**src/rtl/bus_arbiter_2m.sv**
```systemverilog
// Two-master Wishbone-style arbiter sharing one SRAM slave between the data
// port (m0) and the instruction-fetch port (m1), with a no-response watchdog.
module bus_arbiter_2m #(
  parameter int ADDR_W  = 32,
  parameter int DATA_W  = 32,
  parameter int SEL_W   = 4,
  parameter int TIMEOUT = 255
) (
  input  logic              clk_bus,
  input  logic              rst_bus,
  input  logic [ADDR_W-1:0] m0_adr_i,
  input  logic [ADDR_W-1:0] m1_adr_i,
  input  logic [DATA_W-1:0] m0_dat_i,
  input  logic [DATA_W-1:0] m1_dat_i,
  input  logic [SEL_W-1:0]  m0_sel_i,
  input  logic [SEL_W-1:0]  m1_sel_i,
  input  logic              m0_we_i,
  input  logic              m1_we_i,
  input  logic              m0_cyc_i,
  input  logic              m1_cyc_i,
  input  logic              m0_stb_i,
  input  logic              m1_stb_i,
  output logic [DATA_W-1:0] m0_dat_o,
  output logic [DATA_W-1:0] m1_dat_o,
  output logic              m0_ack_o,
  output logic              m1_ack_o,
  output logic              m0_err_o,
  output logic              m1_err_o,
  output logic              m0_rty_o,
  output logic              m1_rty_o,
  output logic [ADDR_W-1:0] s_adr_o,
  output logic [DATA_W-1:0] s_dat_o,
  output logic [SEL_W-1:0]  s_sel_o,
  output logic              s_we_o,
  output logic              s_cyc_o,
  output logic              s_stb_o,
  input  logic [DATA_W-1:0] s_dat_i,
  input  logic              s_ack_i,
  input  logic              s_err_i,
  input  logic              s_rty_i,
  output logic [1:0]        grant_o,
  output logic              timeout_o
);

  typedef enum logic [1:0] {IDLE, GRANT0, GRANT1} state_t;

  localparam int CNT_W = (TIMEOUT > 0) ? $clog2(TIMEOUT + 1) : 1;
  localparam logic [CNT_W-1:0] TMO_VAL = CNT_W'(TIMEOUT);

  state_t           state;
  logic             last_grant;
  logic [CNT_W-1:0] wd_cnt;
  logic             tmo_q;
  logic             own0;
  logic             own1;
  logic             owner_cyc;
  logic             s_resp;

  assign own0      = (state == GRANT0);
  assign own1      = (state == GRANT1);
  assign owner_cyc = own0 ? m0_cyc_i : m1_cyc_i;
  assign s_resp    = s_ack_i | s_err_i | s_rty_i;

  // While the watchdog pulse is out, the cycle is torn down on the slave side.
  always_comb begin
    s_adr_o = '0;
    s_dat_o = '0;
    s_sel_o = '0;
    s_we_o  = 1'b0;
    s_cyc_o = 1'b0;
    s_stb_o = 1'b0;
    if (own0) begin
      s_adr_o = m0_adr_i;
      s_dat_o = m0_dat_i;
      s_sel_o = m0_sel_i;
      s_we_o  = m0_we_i;
      s_cyc_o = m0_cyc_i & ~tmo_q;
      s_stb_o = m0_cyc_i & m0_stb_i & ~tmo_q;
    end else if (own1) begin
      s_adr_o = m1_adr_i;
      s_dat_o = m1_dat_i;
      s_sel_o = m1_sel_i;
      s_we_o  = m1_we_i;
      s_cyc_o = m1_cyc_i & ~tmo_q;
      s_stb_o = m1_cyc_i & m1_stb_i & ~tmo_q;
    end
  end

  assign m0_dat_o  = s_dat_i;
  assign m1_dat_o  = s_dat_i;
  assign m0_ack_o  = own0 & s_ack_i & ~tmo_q;
  assign m1_ack_o  = own1 & s_ack_i & ~tmo_q;
  assign m0_err_o  = own0 & (s_err_i | tmo_q);
  assign m1_err_o  = own1 & (s_err_i | tmo_q);
  assign m0_rty_o  = own0 & s_rty_i & ~tmo_q;
  assign m1_rty_o  = own1 & s_rty_i & ~tmo_q;
  assign grant_o   = {own1, own0};
  assign timeout_o = tmo_q;

  // last_grant only moves on contended grants, so lone requests don't skew the alternation.
  always_ff @(posedge clk_bus or negedge rst_bus) begin
    if (!rst_bus) begin
      state      <= IDLE;
      last_grant <= 1'b1;
      wd_cnt     <= '0;
      tmo_q      <= 1'b0;
    end else begin
      tmo_q <= 1'b0;
      case (state)
        IDLE: begin
          wd_cnt <= '0;
          if (m0_cyc_i && m1_cyc_i) begin
            if (last_grant) begin
              state      <= GRANT0;
              last_grant <= 1'b0;
            end else begin
              state      <= GRANT1;
              last_grant <= 1'b1;
            end
          end else if (m0_cyc_i) begin
            state <= GRANT0;
          end else if (m1_cyc_i) begin
            state <= GRANT1;
          end
        end
        GRANT0, GRANT1: begin
          if (tmo_q || !owner_cyc) begin
            state  <= IDLE;
            wd_cnt <= '0;
          end else if (TIMEOUT > 0) begin
            if (s_resp) begin
              wd_cnt <= '0;
            end else if (s_stb_o) begin
              if (wd_cnt == TMO_VAL) tmo_q <= 1'b1;
              else                   wd_cnt <= wd_cnt + 1'b1;
            end
          end
        end
        default: state <= IDLE;
      endcase
    end
  end

endmodule

```
**config.mk**
```make
export PLATFORM = sky130hd
export DESIGN_NAME = bus_arbiter_2m
export DESIGN_NICKNAME = d
export VERILOG_FILES = /design/src/rtl/bus_arbiter_2m.sv
export SDC_FILE = /design/constraint.sdc
export NUM_CORES = 1
export LEC_CHECK = 0
export BUFFER_PORTS_ARGS = -buffer_cell sky130_fd_sc_hd__buf_4
export CAP_MARGIN = 10
export CORE_AREA = 4 4 123 125
export CTS_CLUSTER_DIAMETER = 150
export DETAILED_ROUTE_END_ITERATION = 10
export DIE_AREA = 0 0 127 129
export GPL_TIMING_DRIVEN = 0
export PLACE_DENSITY = 0.6
export SLEW_MARGIN = 20
export SYNTH_ARGS = -nofsm -noshare
export SYNTH_HDL_FRONTEND = slang
export SYNTH_SLANG_ARGS = --single-unit
```
**constraint.sdc**
```tcl
create_clock -name clk_bus -period 1.8 [get_ports clk_bus]
set_input_delay 0 -clock clk_bus [delete_from_list [all_inputs] [get_ports clk_bus]]
set_output_delay 0 -clock clk_bus [all_outputs]
set_load 0.05 [all_outputs]
```
==> impl_metrics.tcl <==
set metrics [dict create \
    status "finished with violations" \
    violations "setup timing" \
    root_buffer "clkbuf_16" \
    place_hpwl_um 12500 \
    worst_pin_slew_ns 0.374 \
    clkLatencyLatePin_ns 0.25 \
    tritoncts "done" \
    final_common_cell "buf_4" \
    finalCritPeriodShare_pct 111 \
    antenna_left 0 \
    vias_per_cell 4.43 \
    max_stage_delay_ns 0.45 \
    synth-seq-area-share_pct 14.7 \
    critPathBufInv 0 \
    synth_fp_nets 437 \
    crit_slowest_cell "or4_4" \
    htreeDepth 1 \
    final.setup.worst_slack_ns -0.203 \
    hold_viol_final 0 \
    rsz0062_at_grt "true" \
    die_w_um 127 \
    drc 0 \
    grt_pass1_vias 3348 \
    core_area_um2 13900 \
    cts_buffers 3 \
    dr.pass1.iters 4 \
    most-common-layout-cells "298 x buf_4, 49 x buf_6, 45 x buf_8" \
    cpLargestDelayFamily "simple AND/OR/NAND/NOR gates" \
    fp-row-count 43 \
    place_ws_ns -0.782 \
    worst_ep_required_time_ns 1.98 \
    worstPathMaxFanout 8 \
    irDropWorstVdd_v 0.000623 \
    routedWlPerCell_um 20.6 \
    port_buffers 290 \
    setup_viol 79 \
    powerDensity_nw_per_um2 1520 \
    cap_viol_max_count 0 \
    hp-class "in -> reg" \
    netlist_area_um2 2060 \
    die-height_um 129 \
    grt_first_pass_wirelength_um 20000 \
    fin_worst_skew_ns 0.00512 \
    drive_gt1_share_pct 86.6 \
    synthFlopType "dfrtp_1" \
    antennaDiodeCount 0 \
    nets 767 \
    place.gp.congestion 0.930 \
    antenna_found_initial 0 \
    overflow 0 \
    grt_usage_pct 15.9 \
    fin_crit_ns 2.00 \
    power.leakage_uw 0.00310 \
    crit_chain "ha_2 > or4_4 > nor4_2 > or4b_1 > nand3_1" \
    total_power_uw 9340 \
    vias 3377 \
    path_clk_slew_ns 0.04 \
    die_area_um2 16400 \
    avgSynthCellArea_um2 8.14 \
    wl_um 15700 \
    synthArstFlopShare_pct 100 \
    cts.path.max_buffers 2 \
    synth_cell_types 42 \
    slew_viol_final 0 \
    drt_iter0_drc 85 \
    synth_edf_count 0 \
    crit_path_end_kind "register" \
    clock_sinks 12 \
    yosysWarningCount 0 \
    criticalPathCategory "reg -> reg" \
    ioPinCount 323 \
    grt_max_degree 13 \
    crit_path_start_kind "register" \
    synthCells 253 \
    synth-seq-cells 12 \
    syn_to_final_growth_pct 199 \
    worstPathArrival_ns 2.18 \
    maxSlewHeadroom_pct 75.1 \
    max_freq_mhz 499 \
    initial_utilization_pct 14.8 \
]
[power by group]
part           internal, µW  total (µW)  switching, µW
clock network           300         435            135
registers               320         369           48.3
logic                  3860        8530           4680
total                  4480        9340           4860
[logic make-up (layout without fill, tap and decap cells)]
kind of cell / Yosys count / after routing / share of synthesized area, %
buf+inv: 91 / 420 / 29.0
mux: 1 / 1 / 0.486
fa+ha+maj: 5 / 5 / 3.04
compound gates: 93 / 93 / 37.6
flops: 12 / 12 / 14.7
xor+xnor: 1 / 1 / 0.426
simple gates: 50 / 50 / 14.8
[metal layers]
metal | share of wire, % | GRT usage [%] | vias up | wire length [µm]
met5 | 0 | 0 | - | 0
met4 | 1.6 | 3.41 | 0 | 248
met3 | 9.0 | 4.15 | 17 | 1420
met2 | 53 | 28.4 | 219 | 8250
met1 | 37 | 19.3 | 1579 | 5800
li1 | - | - | 1562 | -
[Yosys cell counts, types with 2 or more instances]
cell / number / area (µm²)
o21a_1: 2 / 15.0
o21ai_0: 3 / 15.0
nand4b_1: 2 / 17.5
or3_1: 3 / 18.8
clkbuf_1: 16 / 60.1
buf_1: 2 / 7.51
and3b_1: 4 / 35.0
a31oi_1: 2 / 12.5
nand4_1: 4 / 25.0
o211ai_1: 2 / 15.0
nand2_1: 11 / 41.3
ha_1: 5 / 62.6
nor3_1: 2 / 10.0
buf_4: 66 / 495
o221ai_1: 3 / 26.3
nand2b_1: 3 / 18.8
nor2_1: 2 / 7.51
dfrtp_1: 11 / 275
a21oi_1: 4 / 20.0
nand3_1: 8 / 40.0
o311ai_0: 3 / 26.3
nand3b_1: 2 / 15.0
inv_1: 6 / 22.5
a22o_1: 69 / 604
[tightest hold or removal path: stages]
cell and delay [ns]:
buf_4 0.14, nand3_1 0.10, xnor2_1 0.07
[path summary, 6_finish.rpt]
kind | endpoint | start | depth (start not counted) | slack [ns]
worst max-delay path | wd_cnt[5] | state[0] | 5 | -0.20
worst min-delay path | last_grant | m1_cyc_i | 3 | 0.07
worst max register to register | wd_cnt[5] | state[0] | 5 | -0.20
worst min register to register | last_grant | last_grant | 1 | 0.49
max in group asynchronous | last_grant | rst_bus | 2 | 1.40
min in group asynchronous | wd_cnt[7] | rst_bus | 2 | 0.16
[metrics by stage]
| step | setup TNS, ns | hold WS (ns) | instance area (µm²) | cells | util, % |
|---|---|---|---|---|---|
| after floorplan | -0.975 | -0.296 | 2180 | 253 | - |
| after global placement | -34.06 | -0.146 | 4590 | 723 | 33.0 |
| after detailed placement | -37.81 | -0.143 | 4590 | 723 | 33.0 |
| after CTS | -11.89 | 0.0596 | 5150 | 741 | 37.1 |
| after global routing | -14.03 | 0.0989 | 6150 | 762 | 44.3 |
| final | -10.45 | 0.0664 | 6150 | 762 | 44.3 |
[flip-flops by register name (all words and copies together) (netlist names)]
| signal | cells |
|---|---|
| wd_cnt | 8 |
| state | 2 |
| last_grant | 1 |
| timeout_o | 1 |
[timing repair]
item | 4_1_cts | 5_1_grt
pin swaps | 22 | 19
gates cloned | 0 | 5
endpoints found under the setup margin | 84 | 85
buffers inserted | 14 | 18
hold endpoints to repair | 12 | 0
hold buffers | 1 | 0
resized for setup | 105 | 168
[area by class of cell]
cell class                 instances  area (µm²)
inverter                           6        28.8
sequential                        12         302
timing repair buffer             328        3070
multi-input combinational        150        1720
fill                            1329        7730
buffer                            82         733
tap                              180         225
clock buffer                       4        78.8
Note: power is estimated with default switching activity, not from simulation.
